===== config.mk =====
export PLATFORM = sky130hd
export DESIGN_NAME = uart_rx
export DESIGN_NICKNAME = d
export VERILOG_FILES = /design/src/rtl/uart_rx.sv
export SDC_FILE = /design/constraint.sdc
export NUM_CORES = 1
export LEC_CHECK = 0
export BUFFER_PORTS_ARGS = -buffer_cell sky130_fd_sc_hd__buf_2
export CORE_AREA = 2 2 75 95
export DETAILED_ROUTE_END_ITERATION = 10
export DIE_AREA = 0 0 77 97
export SKIP_LAST_GASP = 1
export SLEW_MARGIN = 10
export SYNTH_ARGS = -nofsm -noshare
export SYNTH_HDL_FRONTEND = slang
export SYNTH_SLANG_ARGS = --single-unit
export TNS_END_PERCENT = 30

===== constraint.sdc =====
create_clock -name clk -period 2.02 [get_ports clk]
set_input_delay 0.101 -clock clk [delete_from_list [all_inputs] [get_ports clk]]
set_output_delay 0.101 -clock clk [all_outputs]
set_load 0.1 [all_outputs]

===== src/rtl/uart_rx.sv =====
`default_nettype none
// ============================================================================
// Module   : uart_rx
// Purpose  : 8N1 UART receiver, LSB first, mid-bit sampling, with a
//            one-entry valid/ready output buffer plus framing-error and
//            overrun pulses.
// Ports    : clk        - system clock
//            rst_n      - asynchronous reset, active low
//            rx         - serial line (idle high, asynchronous to clk)
//            data[7:0]  - received byte, meaningful while valid=1
//            valid      - data holds an unconsumed byte
//            ready      - consumer takes data on a valid&ready cycle
//            frame_err  - one-cycle pulse: stop bit sampled low
//            overrun    - one-cycle pulse: good byte dropped, buffer full
//            busy       - receiver is inside a frame (state != IDLE)
// Revision : 1.0 - initial release
// ============================================================================
module uart_rx #(
  parameter int CLK_DIV = 104
) (
  input  logic       clk,
  input  logic       rst_n,
  input  logic       rx,
  output logic [7:0] data,
  output logic       valid,
  input  logic       ready,
  output logic       frame_err,
  output logic       overrun,
  output logic       busy
);

  localparam int                 c_CNT_W = $clog2(CLK_DIV) + 1;
  localparam logic [c_CNT_W-1:0] c_HALF  = c_CNT_W'(CLK_DIV / 2 - 1);
  localparam logic [c_CNT_W-1:0] c_FULL  = c_CNT_W'(CLK_DIV - 1);
  localparam logic [c_CNT_W-1:0] c_ONE   = c_CNT_W'(1);

  typedef enum logic [1:0] {
    S_IDLE  = 2'd0,
    S_START = 2'd1,
    S_DATA  = 2'd2,
    S_STOP  = 2'd3
  } state_t;

  // --------------------------------------------------------------------------
  // Synchroniser and falling-edge detector
  // --------------------------------------------------------------------------
  logic       rx_meta_q;
  logic       rx_s_q;
  logic       rx_prev_q;
  // live_q[n] marks that stage n of the chain holds a real line sample rather
  // than its reset value. Without it a line already low at reset release would
  // look like a 1->0 transition of rx_s and start a bogus frame.
  logic [2:0] live_q;
  logic       w_fall;

  always_ff @(posedge clk or negedge rst_n) begin
    if (!rst_n) begin
      rx_meta_q <= 1'b1;
      rx_s_q    <= 1'b1;
      rx_prev_q <= 1'b1;
      live_q    <= 3'b000;
    end else begin
      rx_meta_q <= rx;
      rx_s_q    <= rx_meta_q;
      rx_prev_q <= rx_s_q;
      live_q    <= {live_q[1:0], 1'b1};
    end
  end

  assign w_fall = live_q[2] & rx_prev_q & ~rx_s_q;

  // --------------------------------------------------------------------------
  // Receive state machine and output buffer
  // --------------------------------------------------------------------------
  state_t             state_q;
  logic [c_CNT_W-1:0] cnt_q;
  logic [2:0]         bit_idx_q;
  logic [7:0]         shift_q;
  logic               w_tick;

  assign w_tick = (cnt_q == '0);

  always_ff @(posedge clk or negedge rst_n) begin
    if (!rst_n) begin
      state_q   <= S_IDLE;
      cnt_q     <= '0;
      bit_idx_q <= 3'd0;
      shift_q   <= 8'h00;
      data      <= 8'h00;
      valid     <= 1'b0;
      frame_err <= 1'b0;
      overrun   <= 1'b0;
      busy      <= 1'b0;
    end else begin
      frame_err <= 1'b0;
      overrun   <= 1'b0;

      // Consumption; a byte completing in this same cycle overrides below.
      if (valid && ready) begin
        valid <= 1'b0;
      end

      case (state_q)
        S_IDLE: begin
          if (w_fall) begin
            state_q <= S_START;
            cnt_q   <= c_HALF;
            busy    <= 1'b1;
          end
        end

        S_START: begin
          if (w_tick) begin
            if (!rx_s_q) begin
              state_q   <= S_DATA;
              bit_idx_q <= 3'd0;
              cnt_q     <= c_FULL;
            end else begin
              // Start bit did not survive to mid-bit: glitch, drop silently.
              state_q <= S_IDLE;
              busy    <= 1'b0;
            end
          end else begin
            cnt_q <= cnt_q - c_ONE;
          end
        end

        S_DATA: begin
          if (w_tick) begin
            shift_q[bit_idx_q] <= rx_s_q;
            cnt_q              <= c_FULL;
            if (bit_idx_q == 3'd7) begin
              state_q <= S_STOP;
            end else begin
              bit_idx_q <= bit_idx_q + 3'd1;
            end
          end else begin
            cnt_q <= cnt_q - c_ONE;
          end
        end

        S_STOP: begin
          if (w_tick) begin
            // Leave at mid-stop-bit so a start bit right after it is caught.
            state_q <= S_IDLE;
            busy    <= 1'b0;
            if (rx_s_q) begin
              if (!valid || ready) begin
                data  <= shift_q;
                valid <= 1'b1;
              end else begin
                overrun <= 1'b1;
              end
            end else begin
              frame_err <= 1'b1;
            end
          end else begin
            cnt_q <= cnt_q - c_ONE;
          end
        end

        default: begin
          state_q <= S_IDLE;
          busy    <= 1'b0;
        end
      endcase
    end
  end

endmodule
`default_nettype wire


==> results of run 1 <==
==> power by group <==
part / total [W] / internal, W / switching, W
Combinational: 0.00144 / 0.000564 / 0.000877
Clock: 0.000526 / 0.000240 / 0.000286
Sequential: 0.00103 / 0.000901 / 0.000127
Total: 0.00299 / 0.00171 / 0.00129
==> cell usage in the layout, fill, tap and decap left out, types with 3 or more instances in the layout <==
| master | Yosys | final |
|---|---|---|
| buf_4 | 1 | 12 |
| buf_2 | 2 | 15 |
| nand2b_1 | 4 | 4 |
| o31ai_1 | 4 | 4 |
| o21ai_0 | 9 | 8 |
| nor2_1 | 7 | 7 |
| nand3_1 | 6 | 6 |
| inv_1 | 10 | 8 |
| mux2i_1 | 4 | 4 |
| nor3_1 | 9 | 9 |
| clkbuf_8 | 0 | 5 |
| dfrtp_1 | 36 | 36 |
| a21oi_1 | 7 | 7 |
| nand2_1 | 12 | 12 |
| ha_1 | 8 | 7 |
| mux2_2 | 16 | 16 |
| dfstp_2 | 3 | 3 |
==> flip-flops by register name (all words and copies together) (netlist names), 3 cells and up, named ones only <==
register   count
shift_q        8
cnt_q          8
data           8
bit_idx_q      3
live_q         3
==> worst paths after layout <==
kind                           start         end  slack [ns]  cells past startpoint
max                         cnt_q[1]  shift_q[0]        0.09                      6
min                            ready     overrun        0.11                      3
max reg2reg                 cnt_q[1]  shift_q[0]        0.09                      6
min reg2reg                live_q[1]   live_q[2]        0.35                      0
max in group asynchronous      rst_n   live_q[2]        1.05                      2
min in group asynchronous      rst_n    cnt_q[2]        0.43                      2
==> repair_timing <==
item / 4_1_cts / 5_1_grt
hold buffers: 2 / 0
gates resized for setup: 0 / 5
buffers inserted: 0 / 4
endpoints found under the setup margin: 0 / 27
endpoints found under the hold margin: 37 / 0
==> worst max-delay path: cells and delay by family (launching register included) <==
kind | cells | cell delay [ns]
AND/OR/NAND/NOR | 3 | 0.91
adder cells (fa/ha/maj) | 1 | 0.14
buffers and inverters | 1 | 0.09
multiplexers | 1 | 0.28
flip-flops | 1 | 0.40
==> through the flow <==
step	area, um2	setup TNS [ns]	total power, W	hold WS (ns)	worst slack, ns
CTS	2290	0	0.00291	0.110	0.00629
global route	2330	-0.00168	0.00324	0.141	-0.00168
detailed placement	2180	0	0.00236	0.209	0.0271
floorplan	1940	0	0.00200	-0.195	0.112
global placement	2180	0	0.00234	0.209	0.0439
finish	2330	0	0.00299	0.112	0.0927
==> metal layers <==
| layer | vias up | part of all wire [%] |
|---|---|---|
| met5 | - | 0 |
| met4 | 0 | 4.7 |
| met3 | 14 | 4.0 |
| met2 | 38 | 47 |
| met1 | 703 | 44 |
| li1 | 686 | - |
==> area by class of cell <==
cell class	instances	share of cell area [%]
Clock inverter	3	0.859
Inverter	10	1.61
Clock buffer	5	2.95
Multi-Input combinational cell	117	39.0
Timing Repair Buffer	30	8.81
Sequential cell	39	42.1
Tap cell	87	4.67
==> cells by family after synthesis <==
group           Yosys count
other cells               1
mux                      21
compound gates           34
simple gates             53
buf+inv                  15
fa+ha+maj                 8
flops                    39
==> results.json, run 1 <==
{
  "drv_slew": 0,
  "yosys.area_share.simple_pct": 16.3,
  "crit_chain": "inv_2, ha_4, or4b_4, nor3_4, nand3_1, mux2_2",
  "p_per_area_nw_per_um2": 1290,
  "grtUsageMet2_pct": 18.2,
  "overflow": 0,
  "synth.avg_cell_area_um2": 11.3,
  "grt_pass1_wl_um": 6870,
  "finalHoldViolCount": 0,
  "multiInputGateArea_um2": 910,
  "hpwl_um": 2810,
  "async_flop_share_pct": 100,
  "fin_cells": 291,
  "grt_usage_pct": 11.7,
  "period_needed_ns": 1.93,
  "dieHeight_um": 97,
  "wire_per_inst_um": 13.6,
  "final_util_pct": 35.7,
  "gr-usage-met3_pct": 2.71,
  "slowest_delay_ns": 0.53,
  "crit_fanout": 5,
  "dp.cells": 277,
  "ys_top_cells_by_area": "dfrtp_1, mux2_2, ha_1",
  "grt.busiest_layer": "met2",
  "synth-edff-count": 0,
  "gp_congestion": 0.896,
  "core-area_um2": 6520,
  "p_leak_nw": 1.09,
  "outcome": "completed",
  "post-route-period-util_pct": 95.4,
  "drt_iter0_markers": 129,
  "ys.flop_type": "dfrtp_1",
  "vias": 1441,
  "synth_mux_area_share_pct": 11.9,
  "clockRootBuffer": "clkbuf_8",
  "numCtsBuffers": 5,
  "synthTopCellsByCount": "dfrtp_1, mux2_2, nand2_1, inv_1",
  "critPathLaunchType": "flip-flop",
  "hold_class": "in -> reg",
  "yosysMostFrequentCell": "dfrtp_1",
  "synth_top_family_by_area": "simple AND/OR/NAND/NOR gates",
  "relSlewSlack_pct": 43.6,
  "synth_compound_gate_area_share_pct": 12.7,
  "synthCells": 171,
  "tightest_slew_ns": 0.846,
  "initial_core_util_pct": 29.7,
  "regArea_um2": 980,
  "arrival_ns": 2.11,
  "nNetsFinal": 215,
  "clkSinkCount": 39,
  "fp.dieW_um": 77,
  "peakVddDrop_uv": 414,
  "max_cap_violations": 0,
  "cp-end-kind": "flip-flop",
  "path_clk_slew_ns": 0.08,
  "ys_ff_latch": 39,
  "max_freq_mhz": 519,
  "setup_viol": 0,
  "clock_latency_ns": 0.30,
  "required_ns": 2.21,
  "grt_max_degree": 40,
  "die-area_um2": 7470,
  "yosys_warnings": 0,
  "row_count": 33,
  "drive_gt1_share_pct": 32.8,
  "io_pins": 16,
  "postRouteAntennaNets": 0,
  "yosysTopAreaCellShare_pct": 46.5,
  "synth-adder-area-share_pct": 5.16,
  "tritoncts": "done",
  "crit_slowest_cell": "or4b_4",
  "vias_per_cell": 4.95,
  "cts_buffer_depth": 2,
  "yosysUniqueCellTypes": 42,
  "fill_cells": 700,
  "crit_type": "reg -> reg",
  "numPortBuffers": 15,
  "syn-num-nets": 183,
  "first_pass_iters": 4,
  "wirelength_um": 3970,
  "skew_ns": 0.00750,
  "antenna_found_initial": 0,
  "synth-seq-area-share_pct": 50.5,
  "synthXorXnorAreaFrac_pct": 0,
  "synth_top_area_cell": "dfrtp_1",
  "htreeDepth": 2,
  "drc": 0,
  "grt_pass1_vias": 1471,
  "area_delta_synth_final_pct": 20.1,
  "antennaDiodeCount": 0,
  "netlist_area_um2": 1940,
  "use_met1_pct": 14.2
}
Note: power is estimated with default switching activity, not from simulation.
==> run 2: changes to the inputs <==
- CELL_PAD_IN_SITES_DETAIL_PLACEMENT: unset -> 1
- CELL_PAD_IN_SITES_GLOBAL_PLACEMENT: unset -> 1
- PLACE_DENSITY_LB_ADDON: unset -> 0.1
==> run 2 against run 1 <==
Maximum frequency shrank 4.2%; non-clock buffer count grew 5; register-to-register slack lost 0.09 ns; utilization grew 1.8 points; sequential power is essentially flat; worst setup slack lost 0.085 ns; worst hold slack gained 0.026 ns; die area is the same; largest cell class unchanged.
==> results.json, run 2 (synthesized netlist as in run 1, its figures left out) <==
{
  "reg_top3": "cnt_q (8), data (8), shift_q (8)",
  "antennaDiodeCount": 0,
  "required_ns": 2.21,
  "crit_fanout": 4,
  "setup_viol": 0,
  "critPathLaunchType": "flip-flop",
  "p_per_area_nw_per_um2": 1350,
  "outcome": "completed",
  "area_delta_synth_final_pct": 26.1,
  "grt_pass1_wl_um": 8410,
  "wire_per_inst_um": 16.9,
  "path_clk_slew_ns": 0.08,
  "relSlewSlack_pct": 40.2,
  "cts_buffer_depth": 2,
  "arrival_ns": 2.20,
  "p_leak_nw": 1.13,
  "peakVddDrop_uv": 432,
  "nNetsFinal": 220,
  "overflow": 0,
  "drt_iter0_markers": 35,
  "hpwl_um": 3710,
  "crit_top_cell": "buf_4",
  "cp-end-kind": "flip-flop",
  "postRouteAntennaNets": 0,
  "finalHoldViolCount": 0,
  "crit_slowest_cell": "dfrtp_1",
  "wirelength_um": 5010,
  "vias": 1479,
  "first_pass_iters": 4,
  "setup-tns-final_ns": 0,
  "clock_latency_ns": 0.29,
  "vias_per_cell": 5.00,
  "most-common-layout-cells": "dfrtp_1, buf_4, buf_2, mux2_2, nand2_1",
  "max_cap_violations": 0,
  "row_count": 33,
  "tightest_slew_ns": 0.896,
  "clockRootBuffer": "clkbuf_8",
  "holdWs_ns": 0.139,
  "io_pins": 16,
  "fp.dieW_um": 77,
  "grt_usage_pct": 14.2,
  "post-route-period-util_pct": 99.6,
  "drive_gt1_share_pct": 36.4,
  "crit_chain": "inv_2, ha_4, nor4b_4, buf_4, nand4_1, buf_4, nor3_2, mux2_4",
  "final_common_cell": "dfrtp_1",
  "gp_congestion": 0.826,
  "skew_ns": 0.00980,
  "die-area_um2": 7470,
  "final_util_pct": 37.5,
  "max_freq_mhz": 497,
  "fill_cells": 754,
  "clkSinkCount": 39,
  "tritoncts": "done",
  "dieHeight_um": 97,
  "crit_type": "reg -> reg",
  "grt_setup_unrepaired": "true",
  "period_needed_ns": 2.01,
  "antenna_found_initial": 0,
  "numPortBuffers": 15,
  "htreeDepth": 2,
  "core-area_um2": 6520,
  "slowest_delay_ns": 0.41,
  "grt_pass1_vias": 1616,
  "drc": 0,
  "numCtsBuffers": 5,
  "initial_core_util_pct": 29.7,
  "grt_max_degree": 40,
  "hold_class": "in -> reg",
  "drv_slew": 0
}
-- run 2: power breakdown --
group | leakage (nW) | switching (W) | internal, W
clock | 0.0514 | 0.000285 | 0.000369
sequential | 0.509 | 0.000131 | 0.000901
combinational | 0.571 | 0.000968 | 0.000644
total | 1.13 | 0.00138 | 0.00191
-- run 2: layout make-up --
| class | instances | area, um2 | area share [%] |
|---|---|---|---|
| clock buffers | 6 | 72.6 | 2.97 |
| clock inverters | 2 | 37.5 | 1.54 |
| inverters | 10 | 37.5 | 1.54 |
| multi-input cells | 117 | 962 | 39.4 |
| flip-flops and latches | 39 | 980 | 40.1 |
| well taps | 87 | 109 | 4.45 |
| repair buffers | 35 | 246 | 10.1 |
-- run 2: worst paths after layout --
| kind | endpoint | startpoint | cells after the start | slack, ns |
|---|---|---|---|---|
| max in group asynchronous | shift_q[1] | rst_n | 2 | 0.98 |
| min in group asynchronous | busy | rst_n | 2 | 0.48 |
| setup reg to reg | shift_q[7] | cnt_q[0] | 8 | 0.007 |
| hold reg to reg | live_q[2] | live_q[1] | 0 | 0.35 |
| hold / removal | overrun | ready | 3 | 0.14 |
| setup / recovery | shift_q[7] | cnt_q[0] | 8 | 0.007 |
-- run 2: timing repair --
| action | 4_1_cts | 5_1_grt |
|---|---|---|
| pin swaps | 2 | 2 |
| hold buffers | 2 | 0 |
| endpoints found under the setup margin | 22 | 25 |
| gates resized for setup | 4 | 13 |
| hold endpoints to repair | 37 | 0 |
| setup buffers | 2 | 4 |
-- run 2: worst max-delay path, delay by kind of cell, from the launching register on --
family | cells | cell delay [ns]
buf+inv | 3 | 0.46
mux | 1 | 0.32
simple gates | 3 | 0.57
fa+ha+maj | 1 | 0.14
flops | 1 | 0.41
-- run 2: stage by stage --
step | std cells | power, W | setup slack (ns) | cell area [um2]
final | 296 | 0.00330 | 0.00727 | 2440
after global routing | 296 | 0.00354 | -0.0803 | 2440
after CTS | 292 | 0.00324 | 0.0138 | 2370
after detailed placement | 280 | 0.00249 | -0.0801 | 2200
after global placement | 280 | 0.00244 | -0.0179 | 2200
after floorplan | 171 | 0.00200 | 0.112 | 1940
-- run 2: per-layer routing --
layer	track usage, %	share of wire, %	up-vias
met5	0	0	-
met4	4.81	1.9	0
met3	2.43	2.6	9
met2	26.0	54	22
met1	16.5	41	755
li1	-	-	693
